### config.mk
export PLATFORM = sky130hd
export DESIGN_NAME = tti_rx_desc_gen
export DESIGN_NICKNAME = d
export VERILOG_FILES = /design/src/rtl/tti_rx_desc_gen.sv
export SDC_FILE = /design/constraint.sdc
export NUM_CORES = 1
export LEC_CHECK = 0
export ABC_CLOCK_PERIOD_IN_PS = 4900
export CAP_MARGIN = 10
export CORE_MARGIN = 5
export CORE_UTILIZATION = 36
export CTS_CLUSTER_DIAMETER = 50
export CTS_CLUSTER_SIZE = 40
export DETAILED_ROUTE_END_ITERATION = 8
export PLACE_DENSITY = 0.58
export SLEW_MARGIN = 20
export SYNTH_ARGS = -nofsm -noshare
export SYNTH_HDL_FRONTEND = slang
export SYNTH_SLANG_ARGS = --single-unit
### constraint.sdc
create_clock -name clk_i -period 4.9 [get_ports clk_i]
set_clock_uncertainty 0.15 [all_clocks]
set_input_delay 0.49 -clock clk_i [delete_from_list [all_inputs] [get_ports clk_i]]
set_output_delay 0.49 -clock clk_i [all_outputs]
set_load 0.03 [all_outputs]
### src/rtl/tti_rx_desc_gen.sv
// TTI RX descriptor generator: counts the bytes of each private write and
// pushes one {addr, sat, count} descriptor when the transfer closes.
module tti_rx_desc_gen #(
  parameter int RxDescDataWidth = 32,
  parameter int CountWidth      = 16
) (
  input  logic                       clk_i,
  input  logic                       rst_ni,
  input  logic                       enable_i,
  input  logic                       bus_start_i,
  input  logic                       bus_stop_i,
  input  logic [7:0]                 bus_addr_i,
  input  logic                       bus_addr_valid_i,
  input  logic                       rx_data_wvalid_i,
  input  logic                       rx_data_wready_i,
  output logic                       rx_desc_queue_wvalid_o,
  input  logic                       rx_desc_queue_wready_i,
  output logic [RxDescDataWidth-1:0] rx_desc_queue_wdata_o,
  output logic                       desc_drop_o,
  output logic                       busy_o
);

  typedef enum logic {
    StIdle   = 1'b0,
    StActive = 1'b1
  } state_e;

  localparam logic [CountWidth-1:0] CountMax = {CountWidth{1'b1}};

  state_e                     state_q, state_d;
  logic [7:0]                 addr_q, addr_d;
  logic [CountWidth-1:0]      count_q, count_d;
  logic                       sat_q, sat_d;
  logic                       hold_valid_q, hold_valid_d;
  logic [RxDescDataWidth-1:0] hold_data_q, hold_data_d;
  logic                       drop_q, drop_d;
  logic                       busy_q, busy_d;

  logic                       byte_acc;
  logic                       drain;
  logic                       close;
  logic [CountWidth-1:0]      count_inc;
  logic                       sat_inc;
  logic [RxDescDataWidth-1:0] closed_desc;

  always_comb begin
    state_d      = state_q;
    addr_d       = addr_q;
    count_d      = count_q;
    sat_d        = sat_q;
    hold_valid_d = hold_valid_q;
    hold_data_d  = hold_data_q;
    drop_d       = 1'b0;
    close        = 1'b0;

    byte_acc = rx_data_wvalid_i & rx_data_wready_i;
    drain    = hold_valid_q & rx_desc_queue_wready_i;

    // A byte landing in the closing cycle must be part of the closed count.
    count_inc = count_q;
    sat_inc   = sat_q;
    if (byte_acc) begin
      if (count_q == CountMax) begin
        sat_inc = 1'b1;
      end else begin
        count_inc = count_q + CountWidth'(1);
      end
    end

    closed_desc                          = '0;
    closed_desc[CountWidth-1:0]          = count_inc;
    closed_desc[CountWidth]              = sat_inc;
    closed_desc[RxDescDataWidth-1 -: 8]  = addr_q;

    if (drain) begin
      hold_valid_d = 1'b0;
    end

    unique case (state_q)
      StIdle: begin
        if (bus_addr_valid_i && !bus_addr_i[0]) begin
          state_d = StActive;
          addr_d  = bus_addr_i;
          count_d = '0;
          sat_d   = 1'b0;
        end
      end
      StActive: begin
        count_d = count_inc;
        sat_d   = sat_inc;
        if (bus_stop_i || bus_start_i) begin
          close   = 1'b1;
          state_d = StIdle;
        end
      end
      default: state_d = StIdle;
    endcase

    // The slot can take a new entry only if empty or emptying this cycle.
    if (close) begin
      if (!hold_valid_q || drain) begin
        hold_valid_d = 1'b1;
        hold_data_d  = closed_desc;
      end else begin
        drop_d = 1'b1;
      end
    end

    if (!enable_i) begin
      state_d      = StIdle;
      count_d      = '0;
      sat_d        = 1'b0;
      hold_valid_d = 1'b0;
      hold_data_d  = '0;
      drop_d       = 1'b0;
    end

    busy_d = (state_d == StActive) | hold_valid_d;
  end

  always_ff @(posedge clk_i) begin
    if (!rst_ni) begin
      state_q      <= StIdle;
      addr_q       <= '0;
      count_q      <= '0;
      sat_q        <= 1'b0;
      hold_valid_q <= 1'b0;
      hold_data_q  <= '0;
      drop_q       <= 1'b0;
      busy_q       <= 1'b0;
    end else begin
      state_q      <= state_d;
      addr_q       <= addr_d;
      count_q      <= count_d;
      sat_q        <= sat_d;
      hold_valid_q <= hold_valid_d;
      hold_data_q  <= hold_data_d;
      drop_q       <= drop_d;
      busy_q       <= busy_d;
    end
  end

  assign rx_desc_queue_wvalid_o = hold_valid_q;
  assign rx_desc_queue_wdata_o  = hold_data_q;
  assign desc_drop_o            = drop_q;
  assign busy_o                 = busy_q;

endmodule

==> results.toml <==
[global_route]
grt_pass1_wl_mm = 10.06
overflow = 0
grt_start_max_net_pins = 31
track_usage = 0.1433
first_global_vias = 2066
antenna_found_initial = 0

[worst_setup_path]
startpoint = "rst_ni"
end_kind = "flop"
worstPathArrival_ps = 2660
path_cells = "clkdlybuf4s50_1, and2_1, nand2_1, or3_1, o21ai_0"
slowest_stage = "clkdlybuf4s50_1"
cpLargestDelayFamily = "simple AND/OR/NAND/NOR gates"
critPathKind = "in2reg"
max_stage_delay_ps = 660
setup.worst_path.start_class = "primary input"
crit_buf_inv = 1
cp_max_fo = 16
cp.required_ps = 4990
r2r_start = "state_q"

[logic_synthesis]
synthFlopType = "dfxtp_1"
async_flop_share = 0
ys_ff_latch = 54
syn-cell-area_um2 = 2541
ys_warn_count = 0
synth-edff-count = 0
ys_types = 48
syn-instance-count = 314
yosysSeqAreaShare = 0.4254
avgSynthCellArea_um2 = 8.093

[final_layout]
multi_input_area_um2 = 1313
final_cell_mix = "54 x dfxtp_1, 44 x clkdlybuf4s50_1, 41 x nand2_1, 37 x a21oi_1, 28 x o21ai_0"
area_growth_pct = 21.66
diodes = 0
stdcell_count = 440
fillers = 716
stdcell_area_um2 = 3092
final_util = 0.4526
regArea_um2 = 1081
mostFrequentLayoutCell = "dfxtp_1"
nets = 361
drive_above_1_share = 0.06105

[cts]
clkLatencyLatePin_ps = 310
clock_sinks = 54
cts_setup_buffers = 0
cts-buffers-inserted = 5
clk_pin_slew_ps = 100
clock_tree.buffer_depth = 2
cts_resized = 0
h-tree-depth = 2
hold_buffers = 0
cts_tree = "done"
cts_root_buf = "clkbuf_8"

[placement]
place.gp.congestion = 0.7827
dp.cells = 431
port_buffers = 44
dp_slack_ps = 1980
post_dp_cell_area_um2 = 2977
hpwl_mm = 4.307

[sta]
setup_viol = 0
relSlewSlack = 0.4473
rsz0062_at_grt = "false"
worstMarginPinSlew_ps = 827.0
timing.final.ws_setup_ps = 2326
period_share = 0.5254
fmax_ghz = 0.3884
maxSlewViolCount = 0
period_needed_ps = 2574
fin_tns_setup_ps = 0
hold_viol = 0
hold_ws_ps = 287.5

[floorplan]
dieWidth_um = 94.02
io_pins = 52
die_area_um2 = 8839
die_h_um = 94.02
coreArea_um2 = 6832
num_rows = 30
start_util = 0.3720

[pwr]
p_leak_nw = 0.9898
irDropWorstVdd_uv = 115.2
p_total_uw = 785.5
p_per_area_nw_per_um2 = 254.1

[drt]
wl_per_cell_um = 14.41
wl_mm = 6.341
drcViolationCount = 0
vias_per_cell = 5.102
num_vias = 2245
first_pass_iters = 4
final_antenna_net_count = 0
drtIter0Drc = 109

[min_path]
min_from = "addr_q[0]"
hold_path.class = "reg2reg"

[flow_run]
drv_cap = 0

[status]
outcome = "completed"
==> tightest hold or removal path: stages (launching register included) <==
cell	delay (ps)
dfxtp_1	320
nand2_1	50
nor2_1	30
==> state kept, by name (all words and copies together), names as in the netlist <==
name,flops
addr_q,8
busy_o,1
count_q,16
desc_drop_o,1
rx_desc_queue_wdata_o,25
rx_desc_queue_wvalid_o,1
sat_q,1
state_q,1
==> cell type report <==
type                            instances  share of cell area
Tap cell                               96             0.03885
Clock buffer                            6             0.02671
Inverter                                4            0.004856
Multi-Input combinational cell        232              0.4245
Timing Repair Buffer                   46              0.1497
Sequential cell                        54              0.3497
Clock inverter                          2            0.005666
==> path summary, 6_finish.rpt <==
path	to	cells after the start	slack (ps)
setup / recovery	count_q[9]	5	2330
hold / removal	addr_q[0]	2	290
setup reg to reg	rx_desc_queue_wdata_o[14]	4	2430
hold reg to reg	addr_q[0]	2	290
==> report_power, final <==
group          switching [mW]  total [mW]  leakage [nW]  internal [mW]
clock network           0.152       0.268        0.0514          0.117
logic                  0.0392      0.0650         0.502         0.0258
registers             0.00635       0.452         0.436          0.446
==> logic make-up after synthesis <==
kind of cell | share of synthesized area
simple gates | 0.2398
compound gates | 0.2265
flops | 0.4254
buf+inv | 0.06696
xor+xnor | 0.03102
fa+ha+maj | 0.004923
other cells | 0.001476
mux | 0.003939
==> synth_stat cells, types with 2 or more instances <==
master | count | share of area
dfxtp_1 | 54 | 0.43
nand2_1 | 41 | 0.061
a21oi_1 | 37 | 0.073
o21ai_0 | 28 | 0.055
nor2_1 | 20 | 0.030
clkbuf_1 | 14 | 0.021
nand4_1 | 10 | 0.025
a31oi_1 | 9 | 0.022
buf_4 | 9 | 0.027
nand3_1 | 8 | 0.016
a21boi_0 | 7 | 0.021
buf_2 | 7 | 0.014
nor3_1 | 7 | 0.014
xnor2_1 | 7 | 0.024
and3_1 | 5 | 0.012
and2_1 | 4 | 0.0098
inv_1 | 4 | 0.0059
nand2b_1 | 4 | 0.0098
or3_1 | 3 | 0.0074
a211oi_1 | 2 | 0.0059
nor3_2 | 2 | 0.0079
nor4_1 | 2 | 0.0049
o211ai_1 | 2 | 0.0059
o21a_1 | 2 | 0.0059
o2bb2ai_1 | 2 | 0.0069
xor2_1 | 2 | 0.0069
==> per-layer routing <==
layer / vias up / share of wire / global-route usage
met4: 0 / 0.012 / 0.03971
met1: 1027 / 0.50 / 0.2006
met2: 56 / 0.44 / 0.2235
li1: 1156 / - / -
met5: - / 0 / 0
met3: 6 / 0.047 / 0.02804
(Power assumes the default switching activity.)
